**src/rtl/riscv_pkg.sv**
```systemverilog
// riscv_pkg: shared RV32I core constants and the fetch FSM state type.
package riscv_pkg;
   localparam int XLEN = 32;
   localparam logic [XLEN-1:0] RESET_PC = 32'h0000_0000;
   localparam logic [XLEN-1:0] NOP_INSTR = 32'h0000_0013;
   typedef enum logic [1:0] {REQ, FULL, DRAIN} fetch_state_t;
   function automatic logic [XLEN-1:0] word_align(input logic [XLEN-1:0] a);
      return a & ~32'h3;
   endfunction
endpackage

```
**src/rtl/if_id_reg.sv**
```systemverilog
// if_id_reg: IF/ID pipeline register; ports: clk, reset, load_i/hold_i/flush_i controls, instr_i/pc_i data in, valid_o/instr_o/pc_o toward decode.
module if_id_reg
   import riscv_pkg::*;
(
   input  logic            clk,
   input  logic            reset,
   input  logic            load_i,
   input  logic            hold_i,
   input  logic            flush_i,
   input  logic [XLEN-1:0] instr_i,
   input  logic [XLEN-1:0] pc_i,
   output logic            valid_o,
   output logic [XLEN-1:0] instr_o,
   output logic [XLEN-1:0] pc_o
);
   logic            valid_q;
   logic [XLEN-1:0] instr_q, pc_q;
   // Flush beats hold; with neither load nor hold the register empties to a bubble.
   always_ff @(posedge clk) begin
      if (reset || flush_i || (!load_i && !hold_i)) begin
         valid_q <= 1'b0;
         instr_q <= NOP_INSTR;
         pc_q    <= '0;
      end else if (load_i) begin
         valid_q <= 1'b1;
         instr_q <= instr_i;
         pc_q    <= pc_i;
      end
   end
   assign valid_o = valid_q;
   assign instr_o = instr_q;
   assign pc_o    = pc_q;
endmodule

```
**src/rtl/fetch_stage.sv**
```systemverilog
// fetch_stage: RV32I instruction fetch with PC, skid buffer and redirect drain; ports: clk, reset, stall_i, redirect_i/redirect_pc_i, imem req/addr/ack/rdata, id valid/instr/pc.
module fetch_stage
   import riscv_pkg::*;
(
   input  logic            clk,
   input  logic            reset,
   input  logic            stall_i,
   input  logic            redirect_i,
   input  logic [XLEN-1:0] redirect_pc_i,
   output logic            imem_req_o,
   output logic [XLEN-1:0] imem_addr_o,
   input  logic            imem_ack_i,
   input  logic [XLEN-1:0] imem_rdata_i,
   output logic            id_valid_o,
   output logic [XLEN-1:0] id_instr_o,
   output logic [XLEN-1:0] id_pc_o
);
   fetch_state_t    state_q, state_d;
   logic [XLEN-1:0] pc_q, pc_d, skid_instr_q, skid_instr_d, skid_pc_q, skid_pc_d, drain_q, drain_d;
   logic [XLEN-1:0] target, id_instr, id_pc;
   logic            id_load;
   assign target = word_align(redirect_pc_i);
   always_ff @(posedge clk) begin
      if (reset) begin
         state_q      <= REQ;
         pc_q         <= RESET_PC;
         skid_instr_q <= '0;
         skid_pc_q    <= '0;
         drain_q      <= '0;
      end else begin
         state_q      <= state_d;
         pc_q         <= pc_d;
         skid_instr_q <= skid_instr_d;
         skid_pc_q    <= skid_pc_d;
         drain_q      <= drain_d;
      end
   end
   always_comb begin
      state_d = REQ;
      case (state_q)
         REQ:     state_d = redirect_i ? (imem_ack_i ? REQ : DRAIN) : (imem_ack_i && stall_i ? FULL : REQ);
         FULL:    state_d = redirect_i || !stall_i ? REQ : FULL;
         DRAIN:   state_d = imem_ack_i ? REQ : DRAIN;
         default: state_d = REQ;
      endcase
   end
   always_comb begin
      pc_d = pc_q;
      case (state_q)
         REQ:     pc_d = imem_ack_i ? (redirect_i ? target : pc_q + 32'd4) : pc_q;
         FULL:    pc_d = redirect_i ? target : pc_q;
         DRAIN:   pc_d = imem_ack_i ? (redirect_i ? target : drain_q) : pc_q;
         default: pc_d = pc_q;
      endcase
      // A redirect with the access still outstanding must wait for the ack before retargeting.
      drain_d = redirect_i && (state_q == DRAIN || (state_q == REQ && !imem_ack_i)) ? target : drain_q;
      skid_instr_d = state_q == REQ && imem_ack_i && !redirect_i && stall_i ? imem_rdata_i : skid_instr_q;
      skid_pc_d    = state_q == REQ && imem_ack_i && !redirect_i && stall_i ? pc_q : skid_pc_q;
      id_load  = !redirect_i && !stall_i && ((state_q == REQ && imem_ack_i) || state_q == FULL);
      id_instr = state_q == FULL ? skid_instr_q : imem_rdata_i;
      id_pc    = state_q == FULL ? skid_pc_q : pc_q;
   end
   assign imem_req_o  = !reset && state_q != FULL;
   assign imem_addr_o = pc_q;
   if_id_reg u_if_id (
      .clk     (clk),
      .reset   (reset),
      .load_i  (id_load),
      .hold_i  (stall_i),
      .flush_i (redirect_i),
      .instr_i (id_instr),
      .pc_i    (id_pc),
      .valid_o (id_valid_o),
      .instr_o (id_instr_o),
      .pc_o    (id_pc_o)
   );
endmodule
```
**config.mk**
```make
export PLATFORM = sky130hd
export DESIGN_NAME = fetch_stage
export DESIGN_NICKNAME = d
export VERILOG_FILES = /design/src/rtl/riscv_pkg.sv /design/src/rtl/if_id_reg.sv /design/src/rtl/fetch_stage.sv
export SDC_FILE = /design/constraint.sdc
export NUM_CORES = 1
export LEC_CHECK = 0
export ABC_AREA = 0
export BUFFER_PORTS_ARGS = -buffer_cell sky130_fd_sc_hd__buf_2
export CAP_MARGIN = 20
export CORE_MARGIN = 5
export CORE_UTILIZATION = 40
export DETAILED_ROUTE_END_ITERATION = 8
export GPL_TIMING_DRIVEN = 0
export SLEW_MARGIN = 20
export SYNTH_ARGS = -nofsm -noshare
export SYNTH_HDL_FRONTEND = slang
export SYNTH_HIERARCHICAL = 1
export SYNTH_SLANG_ARGS = --single-unit
```
**constraint.sdc**
```tcl
create_clock -name clk -period 2.78 [get_ports clk]
set_input_delay 0.695 -clock clk [delete_from_list [all_inputs] [get_ports clk]]
set_output_delay 0.695 -clock clk [all_outputs]
set_load 0.005 [all_outputs]
```
Word-level counts from Yosys, hierarchy flattened
Index checks and enable logic that the tools add are counted.

Add/subtract/negate cells: 1. Equal/unequal tests: 6. Muxes and demuxes: 13. Reductions and logical operators: 23.

Operators with widths (count): $mux 32 (7); $pmux 32 s3 (1); $add 32x3->32 const B (1); $logic_and 1x1->1 (10); $ne 2x2->1 const B (3); $pmux 2 s3 (1); $logic_not 1->1 (5); $logic_or 1x1->1 (5); $mux 2 (2); $reduce_and 4->1 (1); $reduce_bool 3->1 (1); $eq 2x1->1 const B (1); $eq 2x2->1 const B (1); $logic_not 2->1 (1); $mux 1 (2); $ne 2x1->1 const B (1).

Flip-flop bits (word level): 193. Input bits: 69. Output and inout port bits: 98. Logic and storage cells: 51.

Logic depth before layout (Yosys ltp)
Gate-level depths: netlist of the first run.

Word-level depth: 7. Mapped depth: 11. Depth with buffers taken out: 7.

Modules after synthesis
Netlist of the first run, hierarchy kept.

By module, submodules not included: fetch_stage (instances 1, cells each 843, area an instance 6631.4 um2, sequential area each 2482.4 um2); if_id_reg (instances 1, cells each 289, area an instance 2793.9 um2, sequential area each 1301.2 um2).

Worst setup path before layout of the first run
No wires, ideal clock.

Kind: reg2reg. From: reg state_q[1]. To: reg u_if_id.instr_q[10] (netlist: u_if_id/instr_o[10]). Library setup time: 0.066 ns. Arrival time: 2.203 ns. Required time: 2.714 ns. Slack: 0.511 ns. Cell stages (with the launch flop): 12. Path buffers: 5. Clock period less this slack: 2.269 ns. Cell sequence: dfxtp_1 > inv_1 > ha_1 > buf_2 > buf_1 > clkbuf_1 > a21oi_1 > nor3_1 > buf_4 > buf_2 > nand2_1 > a21oi_2.

Word-level cells in the longest chain between the ends: 7. Elaborated cells on any way between the ends: 9. Those cells by class: eq/ne (1); mux (1); reduce/logical (7).

RTL lines: start, declared (RTL line fetch_stage.sv:18) `fetch_state_t state_q, state_d;`; start signal, assigned (RTL line fetch_stage.sv:31) `state_q <= state_d;`; $logic_not 2->1 (RTL line fetch_stage.sv:59) `id_load = !redirect_i && !stall_i && ((state_q == REQ && imem_ack_i) || state_q == FULL);`; $logic_and 1x1->1 (RTL line fetch_stage.sv:59); $logic_or 1x1->1 (*) (RTL line fetch_stage.sv:59); $logic_and 1x1->1 (*) (RTL line fetch_stage.sv:59); named net id_load (RTL line fetch_stage.sv:21) `logic id_load;`; $logic_not 1->1 (RTL line if_id_reg.sv:20) `if (reset || flush_i || (!load_i && !hold_i)) begin`; $logic_and 1x1->1 (RTL line if_id_reg.sv:20); $logic_or 1x1->1 (RTL line if_id_reg.sv:20); end signal, assigned (RTL line if_id_reg.sv:26) `instr_q <= instr_i;`; end, declared (RTL line if_id_reg.sv:17) `logic [XLEN-1:0] instr_q, pc_q;`.

Mark *: on every way through the listed nets, which the timed path passes. The rest lies on a longest branch. A chain may end at the register's enable or synchronous reset.

Final worst setup path of the first run
From: reg state_q[1]. To: out imem_req_o.

Word-level cells in the longest chain between the ends: 2.

RTL lines: $ne 2x1->1 (RTL line fetch_stage.sv:63) `assign imem_req_o = !reset && state_q != FULL;`; $logic_and 1x1->1 (RTL line fetch_stage.sv:63); end, declared (RTL line fetch_stage.sv:10) `output logic imem_req_o,`.

Every way passes these cells.

==> flow_results.org, run 1 <==
** Global routing
- The number of global-route vias before repair is between 8,000 and 9,000.
- Global-route total usage across every layer :: 22.0%
- Summed over all layers, the global routing overflow is 0.
- The first global-routing pass estimated 46,500 um of wire.
- The initial antenna violation count is 0.
- Largest net degree at the start of global routing :: 23

** Critical path
- The signal on the critical path passes through inv_1 -> ha_1 -> clkbuf_4 -> clkbuf_2 -> nor2_1 -> buf_2.
- Nature of the critical path endpoint :: primary output
- The critical path contains buffers and inverters numbering 4 combined.
- Critical R2R Capture :: imem_addr_o[14]
- Worst path max stage delay :: 0.39 ns
- Across all register-to-register paths, the minimum setup slack is 0.27 ns.
- The worst setup path is of the register to primary output kind.
- Data arrival time of the critical path :: between 1.5 and 2 ns
- Required arrival time at the worst endpoint :: 2.09 ns
- The number of cells on the worst reg-to-reg path is 7.
- Worst R2R Start :: state_q[0]
- Family of cells with the greatest summed delay on the critical path :: buffers and inverters
- Cell with the largest stage delay on the worst path :: sky130_fd_sc_hd__dfxtp_1
- Along the worst path, the maximum fanout reaches 19.
- Crit start category :: register

** Timing
- The number of pins exceeding their max-slew limit in the final report was 0.
- Max-Slew Margin vs Limit :: 49.9%
- Final-report setup violation count :: 0
- Setup repair after global routing left no endpoint under its margin.
- For the finished layout, the period the worst path requires is 2.62 ns.
- Static timing analysis puts the maximum clock frequency at approximately 0.38 GHz.
- The count of endpoints failing hold in the final timing report was 0.
- Actual transition at the worst max-transition pin :: 0.751 ns
- Period Utilization, post-route :: 94.3%
- Worst clock skew :: ~0.011 ns
- Sum of negative setup slack :: 0 ns

** Clock tree
- In this run, CTS created clock tree buffers numbering 17.
- TritonCTS built the clock tree.
- In this run, post-CTS hold repair placed 0 buffers.
- Number of clock sinks :: 189
- H-tree depth reported by CTS :: 4
- Post-CTS Setup Inserts :: 0
- Clock input transition at the sequential cells of the worst setup and hold paths :: 0.08 ns
- Clock latency on the worst-skew pair, taken at its later pin, is around 0.43 ns.
- Clock tree synthesis selected as its root buffer the cell sky130_fd_sc_hd__clkbuf_16.
- The clock passes through at most 2 buffers.

** Worst hold path
- Min-delay src :: skid_pc_q[26]
- Path class of the lowest-slack min-delay path :: register to register
- The worst hold path terminates at skid_pc_q[26].
- Counting instances, the worst hold path has a depth of 2.

** Status
- The flow ran to the end, and the final reports show no timing, DRC or antenna violations.

** Finish
- FILL cells :: ~2,300
- In the final design database the tool counted 1,390 nets.
- The finished layout holds ~1,600 standard cells, fillers aside.
- The multi-input combinational cells in the finished layout cover a total of slightly above 5000 um^2.
- The area growth from synthesis to layout is 19.8%.
- Fraction of layout instances using a drive strength above 1 :: ~28%
- Register area :: 3780 um^2
- Number of inserted diodes :: 0

** Floorplan
- Core Rows :: 56
- Vertical die dimension :: 164 um
- The core region is 23,300 um^2.
- From left edge to right edge, the die measures between 150 and 200 um.
- Effective utilization at floorplan :: roughly 40%
- Die footprint :: 26,700 um^2
- For this design the top-level I/O count stands at 167.

** Routing
- DRC violations left :: 0
- DRT Wirelength :: 29,700 um
- In this run the remaining antenna-violating nets after routing total 0.
- Number of DRC markers after the initial detailed-route iteration :: 788
- After detailed routing, the average wire length per cell comes to 18.0 um.
- The routed layout has ~8,700 vias.
- Number of detailed-routing iterations run before antenna repair :: 5
- Using the TritonRoute via totals, the vias-per-cell ratio works out to 5.28.

** Yosys
- Sequential-to-total area share from yosys stat :: 40.1%
- During synthesis, Yosys emitted a total of 6 warnings.
- In the synthesized netlist, the number of instances is 1,132.
- Flops & latches, synth :: 189
- In the synthesized netlist the async set-or-reset flop fraction comes to 0%.
- Counting distinct cell types in the post-synthesis netlist gives 69.
- Main synth FF type :: sky130_fd_sc_hd__dfxtp_1
- Mean instance size in the synthesized netlist :: 8.33 um^2
- Yosys mapped a number of flops with a built-in enable equal to 0.
- Area of the mapped netlist :: roughly 9400 um^2

** Placed design
- HPWL reported at the end of detailed placement :: 22,100 um
- Number of input and output port buffers inserted :: 162
- After detailed placement, the design holds a cell count of 1,616.
- The congestion estimate from routability-driven global placement came to 0.934.

** Power
- In this run the power density over the cells is 561 nW/um^2.
- The analysis attributes to cell leakage a power of 4.19 nW.
- Across the VDD grid, the largest voltage drop is 0.000349 V.

** Flow run
- Count of maximum capacitance violations :: 0
## final cells by class
class | count | share of cell area, %
sequential | 189 | 33.5
tap | 319 | 3.54
buffer | 102 | 5.18
clock inverter | 15 | 1.91
multi-input combinational | 836 | 44.7
timing repair buffer | 162 | 7.18
clock buffer | 17 | 3.77
inverter | 7 | 0.233
## worst max path at each step
stage	from	endpoint	slack, ns	cells after the start
after detailed placement	state_q[1]	u_if_id/pc_o[6]	-0.24	11
after CTS	state_q[1]	imem_req_o	0.04	6
final	state_q[1]	imem_req_o	0.16	6
after global placement	state_q[1]	u_if_id/pc_o[13]	-0.24	11
after floorplan	state_q[1]	u_if_id/instr_o[10]	0.51	11
after global routing	state_q[1]	imem_req_o	0.02	6
## per-layer routing
metal / routed length (um) / global-route usage [%] / up-vias
met5: 0 / 0 / -
met4: 652 / 6.37 / 0
met3: 1750 / 4.52 / 42
met2: 13500 / 35.1 / 271
met1: 13800 / 30.3 / 4069
li1: - / - / 4313
## through the flow
stage | hold WS, ns | util, % | setup slack, ns | instance area (um^2) | total power, mW
floorplan | 0.433 | - | 0.511 | 9440 | 3.48
detailed placement | 0.443 | 45.6 | -0.243 | 10600 | 3.83
global placement | 0.438 | 45.6 | -0.239 | 10600 | 3.82
CTS | 0.454 | 48.4 | 0.0447 | 11300 | 6.37
global route | 0.472 | 48.4 | 0.0193 | 11300 | 6.57
finish | 0.453 | 48.4 | 0.159 | 11300 | 6.33
## cell families (layout without fill, tap and decap cells)
group,Yosys count,count (layout),synth area share (%)
buffers and inverters,110,303,6.48
AOI/OAI and AO/OA,280,280,19.5
DFF,189,189,40.1
and+or+nand+nor,472,472,24.5
adders and majority gates,6,6,0.796
muxes,70,70,8.23
other,1,4,0.0398
xor gates and xnor gates,4,4,0.372
## cell usage after synthesis, types with 3 or more instances
| library cell | instances | area (um^2) |
|---|---|---|
| sky130_fd_sc_hd__clkbuf_1 | 50 | 188 |
| sky130_fd_sc_hd__o21a_1 | 6 | 45.0 |
| sky130_fd_sc_hd__mux2_2 | 60 | 676 |
| sky130_fd_sc_hd__nor3_1 | 24 | 120 |
| sky130_fd_sc_hd__o22ai_1 | 4 | 25.0 |
| sky130_fd_sc_hd__mux2i_1 | 10 | 100 |
| sky130_fd_sc_hd__nor4_1 | 7 | 43.8 |
| sky130_fd_sc_hd__o21ai_0 | 21 | 105 |
| sky130_fd_sc_hd__o211ai_1 | 3 | 22.5 |
| sky130_fd_sc_hd__nand2b_1 | 3 | 18.8 |
| sky130_fd_sc_hd__ha_1 | 6 | 75.1 |
| sky130_fd_sc_hd__a21oi_2 | 59 | 517 |
| sky130_fd_sc_hd__buf_2 | 25 | 125 |
| sky130_fd_sc_hd__and3_1 | 6 | 37.5 |
| sky130_fd_sc_hd__a221o_1 | 7 | 70.1 |
| sky130_fd_sc_hd__a221oi_1 | 9 | 78.8 |
| sky130_fd_sc_hd__dfxtp_1 | 189 | 3780 |
| sky130_fd_sc_hd__nor2b_1 | 6 | 37.5 |
| sky130_fd_sc_hd__and4_1 | 4 | 35.0 |
| sky130_fd_sc_hd__nor2_1 | 26 | 97.6 |
| sky130_fd_sc_hd__a22oi_1 | 4 | 30.0 |
| sky130_fd_sc_hd__a22o_1 | 6 | 52.6 |
| sky130_fd_sc_hd__a31oi_1 | 3 | 18.8 |
| sky130_fd_sc_hd__inv_1 | 7 | 26.3 |
| sky130_fd_sc_hd__and2_1 | 3 | 18.8 |
| sky130_fd_sc_hd__a21oi_1 | 139 | 696 |
| sky130_fd_sc_hd__nand4_1 | 11 | 68.8 |
| sky130_fd_sc_hd__nand3b_1 | 62 | 465 |
| sky130_fd_sc_hd__nand3_1 | 13 | 65.1 |
| sky130_fd_sc_hd__or3_1 | 3 | 18.8 |
| sky130_fd_sc_hd__nand2_1 | 281 | 1050 |
| sky130_fd_sc_hd__buf_4 | 7 | 52.6 |
| sky130_fd_sc_hd__nor3b_1 | 9 | 67.6 |
| sky130_fd_sc_hd__buf_6 | 10 | 113 |
| sky130_fd_sc_hd__buf_1 | 4 | 15.0 |
## flip-flops by register name, summed over array words and instances (netlist names)
name / count
drain_q: 30
u_if_id/pc_o: 32
skid_instr_q: 32
u_if_id/valid_o: 1
u_if_id/instr_o: 32
skid_pc_q: 30
state_q: 2
imem_addr_o: 30
## power by group
part           internal, mW  leakage [nW]  total [mW]  switching [mW]
Sequential             2.80          1.53        2.91           0.114
Combinational         0.343          2.35       0.862           0.519
Clock                  1.25         0.301        2.55            1.30
## worst min-delay path, cell delays in order (launching register included)
cell	delay [ns]
sky130_fd_sc_hd__dfxtp_1	0.31
sky130_fd_sc_hd__nand2_1	0.05
sky130_fd_sc_hd__a21oi_1	0.05
## cells in the final DEF (no fill, tap or decap), types with 4 or more instances in the layout
cell type and instances:
sky130_fd_sc_hd__nor3b_1 9, sky130_fd_sc_hd__clkbuf_1 49, sky130_fd_sc_hd__nand4_1 11, sky130_fd_sc_hd__conb_1 4
sky130_fd_sc_hd__a221oi_1 9, sky130_fd_sc_hd__mux2_2 60, sky130_fd_sc_hd__a221o_1 7, sky130_fd_sc_hd__a22o_1 6
sky130_fd_sc_hd__ha_1 6, sky130_fd_sc_hd__dfxtp_1 189, sky130_fd_sc_hd__clkbuf_16 17, sky130_fd_sc_hd__a22oi_1 4
sky130_fd_sc_hd__nand2_1 281, sky130_fd_sc_hd__clkinv_8 9, sky130_fd_sc_hd__nor2b_1 6, sky130_fd_sc_hd__nand3b_1 62
sky130_fd_sc_hd__o21ai_0 21, sky130_fd_sc_hd__inv_1 7, sky130_fd_sc_hd__nor2_1 26, sky130_fd_sc_hd__a21oi_2 59
sky130_fd_sc_hd__nor4_1 7, sky130_fd_sc_hd__and3_1 6, sky130_fd_sc_hd__buf_2 186, sky130_fd_sc_hd__nand3_1 13
sky130_fd_sc_hd__o21a_1 6, sky130_fd_sc_hd__nor3_1 24, sky130_fd_sc_hd__mux2i_1 10, sky130_fd_sc_hd__a21oi_1 139
sky130_fd_sc_hd__buf_6 10, sky130_fd_sc_hd__and4_1 4, sky130_fd_sc_hd__o22ai_1 4, sky130_fd_sc_hd__buf_4 7
## what timing repair did
action / CTS / global route
endpoints found under the setup margin: 66 / 1
cloned: 0 / 0
pin swaps: 0 / 0
resized for setup: 1 / 1
(Power assumes the default switching activity.)
==> run 2, diff against run 1 <==
==> constraint.sdc (replaced) <==
create_clock -name clk -period 3.15 [get_ports clk]
set_input_delay 0.7875 -clock clk [delete_from_list [all_inputs] [get_ports clk]]
set_output_delay 0.7875 -clock clk [all_outputs]
set_load 0.005 [all_outputs]
==> flow_results.org, run 2 (synthesized netlist as in run 1, its figures left out) <==
** Status
- The flow ran to the end, and the final reports show no timing, DRC or antenna violations.

** Routing
- The total via count after detailed routing came to 8,701 (+0.069%).
- Vias per inst :: 5.28 (about the same)
- The number of DRC violations after detailed routing is 0 (unchanged).
- The remaining antenna violation count came to 0 (unchanged).
- The detailed-router iteration count before antenna repair is 5 (unchanged).
- The mean routed wirelength per cell is 18.0 um (about the same).
- The count of routing violations after the opening detailed-route iteration came to 791 (+0.38%).
- DRT Wirelength :: 29,700 um (about the same)

** Timing
- Number of slew-limit violations in the final report :: 0 (unchanged)
- Static timing analysis puts the maximum clock frequency at 0.355 GHz.
- Unrepaired setup endpoints after global routing :: no
- Final-report hold violation count :: 0 (unchanged)
- Actual transition at the worst max-transition pin :: 0.752 ns (+0.000642 ns)
- Max-Slew Margin vs Limit :: 49.9% (about the same)
- Worst clock skew :: 0.0108 ns (+0.000169 ns)
- The worst path uses 89.5% of the clock period.
- Sum of negative setup slack :: 0 ns (unchanged)
- The number of setup violations in the final report is 0 (unchanged).
- Setup ws final :: 0.332 ns (+0.173 ns)
- Clock period minus final worst setup slack :: 2.82 ns

** Floorplan
- Effective utilization at floorplan :: 40.4% (unchanged)
- The die footprint is 26,700 um^2 (unchanged).
- Vertical die dimension :: 164 um (unchanged)
- The number of placed I/O pins is 167 (unchanged).
- Core Rows :: 56 (unchanged)
- Die W :: 164 um (unchanged)
- Core ar. :: 23,300 um^2 (unchanged)

** Flow run
- Count of maximum capacitance violations :: 0 (unchanged)

** Finish
- The count of placed standard cells in the final layout, fillers left out is 1,647 (unchanged).
- Area Overhead vs Synth :: 19.7% (about the same)
- In the layout the commonest cells are 281 x sky130_fd_sc_hd__nand2_1, 189 x sky130_fd_sc_hd__dfxtp_1, 187 x sky130_fd_sc_hd__buf_2.
- The final-stage net count is 1,390 (unchanged).
- Most common cell after layout, fill and taps aside :: sky130_fd_sc_hd__nand2_1
- Number of inserted diodes :: 0 (unchanged)
- FILL cells :: 2,310 (unchanged)
- Fraction of layout instances using a drive strength above 1 :: 28.2% (unchanged)

** Critical path
- The arrival time of data at the critical path endpoint was 2.03 ns (+0.10 ns).
- STA classifies the critical path endpoint as a primary output.
- Top cell by count, worst path :: sky130_fd_sc_hd__buf_2
- Cell with the largest stage delay on the worst path :: sky130_fd_sc_hd__buf_2
- The largest fanout on the critical path is 19 (unchanged).
- The maximum cell stage delay along the critical path came to 0.40 ns (about the same).
- Type of the worst setup path :: register to primary output
- Required arrival time at the worst endpoint :: 2.36 ns (+0.27 ns)
- The critical path goes through inv_1 -> ha_1 -> buf_2 -> clkbuf_2 -> nor2_1 -> buf_2.
- Crit start category :: register

** Clock tree
- The post-CTS setup repair buffer count is 0 (unchanged).
- H-tree depth reported by CTS :: 4 (unchanged)
- Hold buffer count at CTS :: 0 (unchanged)
- TritonCTS built the clock tree.
- Cell at the root of the clock tree :: sky130_fd_sc_hd__clkbuf_16
- The number of clock sinks was 189 (unchanged).
- CTS Buf Count :: 17 (unchanged)
- The clock-pin transition on the worst setup and hold timing paths is 0.08 ns (about the same).
- The post-cts sizing count is 1 (unchanged).
- Deepest clock path buffer count :: 2 (unchanged)
- The source-to-sink clock delay at the later pin of the worst-skew pair is 0.44 ns (about the same).

** Placed design
- The half-perimeter wire length after detailed placement was 22,100 um (unchanged).
- The cell total after placement came to 1,616 (unchanged).
- The number of input and output port buffers inserted was 162 (unchanged).
- GP Congestion :: 0.934 (unchanged)
- The post-placement setup slack is 0.127 ns (+0.370 ns).

** Power
- Worst vdd rail ir drop :: 0.000308 V (-12%)
- Lkg Pwr :: 4.19 nW (about the same)
- The areal power density over the cells came to 495 nW/um^2 (-12%).

** Global routing
- Vias in the first global route :: 8,277 (unchanged)
- Number of antenna violations at the first check in global routing :: 0 (unchanged)
- The global-route wire length before repair is 46,500 um (unchanged).
- Largest net degree at the start of global routing :: 23 (unchanged)
- The aggregate global routing overflow is 0 (unchanged).
- The total global routing track utilization is 22.0% (unchanged).

** Worst hold path
- The tightest min-delay check is of the register to register type.
-- run 2: cell types whose count changed in the layout (fill, tap and decap cells not counted) --
cell                       delta
sky130_fd_sc_hd__buf_2        +1
sky130_fd_sc_hd__clkbuf_4     -1
-- run 2: per-layer routing --
metal / GRT usage, % / share of wire [%] / up-vias
met5: 0 / 0 / -
met4: 6.37 / 2.2 / 0
met3: 4.52 / 6.2 / 40
met2: 35.1 / 45 / 279
met1: 30.3 / 46 / 4070
li1: - / - / 4312
-- run 2: worst max-delay path: cells and delay by family, from the launching register on --
family / cells / cell delay, ns
buf+inv: 4 / 0.99
flops: 1 / 0.35
fa+ha+maj: 1 / 0.15
simple gates: 1 / 0.09
-- run 2: worst paths after layout --
| check | cells after the start | startpoint | end | slack (ns) |
|---|---|---|---|---|
| hold reg to reg | 2 | skid_pc_q[26] | skid_pc_q[26] | 0.45 |
| hold / removal | 2 | skid_pc_q[26] | skid_pc_q[26] | 0.45 |
| setup reg to reg | 10 | state_q[1] | u_if_id/pc_o[13] | 0.62 |
| setup / recovery | 6 | state_q[1] | imem_req_o | 0.33 |
-- run 2: cell type report --
cell class | count | area [um^2] | area share [%]
clock inverter | 15 | 215 | 1.91
timing repair buffer | 162 | 811 | 7.18
inverter | 7 | 26.3 | 0.233
sequential | 189 | 3780 | 33.5
buffer | 102 | 582 | 5.16
clock buffer | 17 | 425 | 3.77
tap | 319 | 399 | 3.54
multi-input combinational | 836 | 5040 | 44.7
-- run 2: per-stage QoR --
step | power [mW] | instance area [um^2] | util, % | hold WS (ns)
3_3_place_gp | 3.37 | 10600 | 45.6 | 0.438
4_1_cts | 5.62 | 11300 | 48.4 | 0.454
5_1_grt | 5.80 | 11300 | 48.4 | 0.472
2_1_floorplan | 3.07 | 9440 | - | 0.433
6_report | 5.59 | 11300 | 48.4 | 0.453
3_5_place_dp | 3.38 | 10600 | 45.6 | 0.443
-- run 2: power breakdown --
part / internal, mW / leakage, nW / switching [mW]
Combinational: 0.302 / 2.35 / 0.458
Clock: 1.10 / 0.301 / 1.15
Sequential: 2.47 / 1.53 / 0.101
==> run 3, diff against run 2 <==
--- a/config.mk
+++ b/config.mk
@@ -12,6 +12,7 @@
 export CORE_UTILIZATION = 40
 export DETAILED_ROUTE_END_ITERATION = 8
 export GPL_TIMING_DRIVEN = 0
+export PLACE_DENSITY = 0.68
 export SLEW_MARGIN = 20
 export SYNTH_ARGS = -nofsm -noshare
 export SYNTH_HDL_FRONTEND = slang
==> flow_results.org, run 3 (synthesized netlist as in run 1, its figures left out) <==
** Floorplan
- IO Pins :: 167 (unchanged)
- Effective utilization at floorplan :: 40.4% (unchanged)
- The y dimension of the die is 164 um (unchanged).
- Core Rows :: 56 (unchanged)
- Die footprint :: 26,700 um^2 (unchanged)
- Core ar. :: 23,300 um^2 (unchanged)
- Die W :: 164 um (unchanged)

** Critical path
- The worst setup path is launched from a register.
- Cells along the critical path :: inv_1 -> ha_1 -> buf_2 -> clkbuf_2 -> nor2_1 -> buf_2
- The number of buffers and inverters on the critical path was 4 (unchanged).
- Worst path max stage delay :: 0.40 ns (about the same)
- Nature of the critical path endpoint :: primary output
- Data arrival time of the critical path :: 2.05 ns (+0.02 ns)
- Critical R2R Capture :: u_if_id/pc_o[6]
- FF-to-FF path depth :: 10 (unchanged)
- Critical path depth in cells :: 6 (unchanged)
- The setup slack of the most critical reg-to-reg path came to 0.54 ns (-0.08 ns).
- Critical path peak fanout :: 19 (unchanged)
- Cell with the largest stage delay on the worst path :: sky130_fd_sc_hd__buf_2
- The most numerous cell type found on the critical path is sky130_fd_sc_hd__buf_2.
- Family of cells with the greatest summed delay on the critical path :: buffers and inverters
- The startpoint identified for the worst register-to-register timing path is state_q[1].
- The worst setup path is of the register to primary output kind.
- The endpoint required time on the critical path is 2.36 ns (about the same).

** Status
- The run finished with clean final reports.

** Placed design
- The post-placement cell area came to 10,600 um^2 (unchanged).
- Number of input and output port buffers inserted :: 162 (unchanged)
- Cells after DPL :: 1,616 (unchanged)
- The global placement routability congestion was 0.920 (-1.4%).
- HPWL reported at the end of detailed placement :: 22,100 um (about the same)

** Routing
- The count of routing violations after the opening detailed-route iteration is 785 (-0.76%).
- Number of vias in the routed layout :: 8,815 (+1.3%)
- Antenna-violating nets left :: 0 (unchanged)
- DRC violations left :: 0 (unchanged)
- The routed wire length was 29,900 um (+0.64%).
- Post-DR wirelength/cell :: 18.1 um (+0.58%)
- Vias per inst :: 5.35 (+1.2%)
- The detailed-router iteration count before antenna repair came to 5 (unchanged).

** Timing
- Sum of negative setup slack :: 0 ns (unchanged)
- The smallest hold slack came to 0.453 ns (-0.000437 ns).
- Number of slew-limit violations in the final report :: 0 (unchanged)
- Period Utilization, post-route :: 90.2% (+0.70 points)
- Setup repair after global routing left no endpoint under its margin.
- Clock period minus final worst setup slack :: 2.84 ns (+0.0220 ns)
- Max-Slew Margin vs Limit :: 50.6% (+0.72 points)
- The number of setup violations in the final report came to 0 (unchanged).
- The count of endpoints failing hold in the final timing report came to 0 (unchanged).
- Actual transition at the worst max-transition pin :: 0.741 ns (-0.0107 ns)
- Max Clk Rate :: 0.352 GHz (-0.77%)
- Worst clock skew :: 0.0187 ns (+0.00791 ns)

** Clock tree
- The maximum level of the CTS H-tree came to 4 (unchanged).
- The post-CTS setup repair buffer count was 0 (unchanged).
- The post-cts sizing count came to 1 (unchanged).
- The clock-pin transition on the worst setup and hold timing paths is 0.08 ns (about the same).
- The number of buffers created by CTS was 17 (unchanged).
- Hold buffer count at CTS :: 0 (unchanged)
- Clock tree from TritonCTS :: yes
- The source-to-sink clock delay at the later pin of the worst-skew pair is 0.44 ns (about the same).
- The number of clock sinks came to 189 (unchanged).
- The cell sitting at the root of the clock tree is a sky130_fd_sc_hd__clkbuf_16.
- The number of buffers on the longest clock path was 2 (unchanged).

** Power
- Power Dens Cells :: 489 nW/um^2 (-1.2%)
- The static leakage is 4.17 nW (-0.33%).
- Worst vdd rail ir drop :: 0.000361 V (+17%)

** Finish
- End-of-flow core utilization :: 48.2% (-0.18 points)
- The post-route standard cell area excluding fillers came to 11,200 um^2 (-0.38%).
- FILL cells :: 2,311 (+0.043%)
- The final-stage net count was 1,390 (unchanged).
- Area Overhead vs Synth :: 19.3%
- The area of the multi-input gates came to 5040 um^2 (unchanged).
- The top cell types in the final layout, fill and taps aside, are 281 x sky130_fd_sc_hd__nand2_1, 189 x sky130_fd_sc_hd__dfxtp_1, 187 x sky130_fd_sc_hd__buf_2.
- Post-Layout Cell Count :: 1,648 (+0.061%)
- The fraction of layout instances using a drive strength above 1 was 28.2% (unchanged).
- The combined flip-flop and latch cell area came to 3780 um^2 (unchanged).
- Leaving out fill and tap cells, the most frequent cell in the layout is sky130_fd_sc_hd__nand2_1.

** Worst hold path
- Path class of the lowest-slack min-delay path :: register to register
- Count of cells along the worst hold path :: 2 (unchanged)
- Min-delay src :: skid_pc_q[28]
- For hold timing, the worst endpoint is skid_pc_q[28].

** Global routing
- The initial antenna violation count is 1 (+1).
- The aggregate global routing overflow was 0 (unchanged).
- The global-route wire length before repair came to 46,500 um (about the same).
- The number of global-route vias before repair is 8,278 (+0.012%).
- The total global routing track utilization was 22.0% (-0.057 points).
- The largest net degree at the start of global routing came to 21 (-8.7%).

** Flow run
- Count of maximum capacitance violations :: 0 (unchanged)
run 3: how the worst max path moves through the flow:
stage / from / end / slack [ns]
after floorplan: state_q[1] / u_if_id/instr_o[10] / 0.88
after global placement: state_q[1] / u_if_id/pc_o[11] / 0.08
after detailed placement: state_q[1] / u_if_id/pc_o[6] / 0.05
after CTS: state_q[1] / imem_req_o / 0.29
after global routing: state_q[1] / imem_req_o / 0.20
final: state_q[1] / imem_req_o / 0.31
run 3: final cells by class:
class | instances | area share, %
multi-input cells | 836 | 44.9
clock buffers | 17 | 3.78
flip-flops and latches | 189 | 33.7
plain buffers | 102 | 5.18
well taps | 319 | 3.55
diodes | 1 | 0.0223
clock inverters | 15 | 1.51
repair buffers | 162 | 7.21
inverters | 7 | 0.234
run 3: worst min-delay path: cells and delay by family (launching register included):
kind / cells / cell delay (ns)
AND/OR/NAND/NOR: 1 / 0.05
AO/OA/AOI/OAI: 1 / 0.05
flip-flops: 1 / 0.31
run 3: where the power goes:
group | switching, mW | internal [mW]
Clock | 1.09 | 1.07
Sequential | 0.101 | 2.47
Combinational | 0.459 | 0.302
Total | 1.65 | 3.84
run 3: through the flow:
step	power [mW]	worst slack (ns)
final	5.49	0.310
after CTS	5.52	0.295
after floorplan	3.07	0.881
after global routing	5.71	0.200
after detailed placement	3.38	0.0474
after global placement	3.37	0.0754
run 3: layer usage:
layer / share of wire [%] / wire [um] / GRT usage (%) / vias to the layer above
li1: - / - / - / 4322
met1: 46 / 13600 / 30.6 / 4108
met2: 45 / 13600 / 34.5 / 319
met3: 6.2 / 1860 / 4.29 / 66
met4: 2.8 / 846 / 6.79 / 0
met5: 0 / 0 / 0 / -
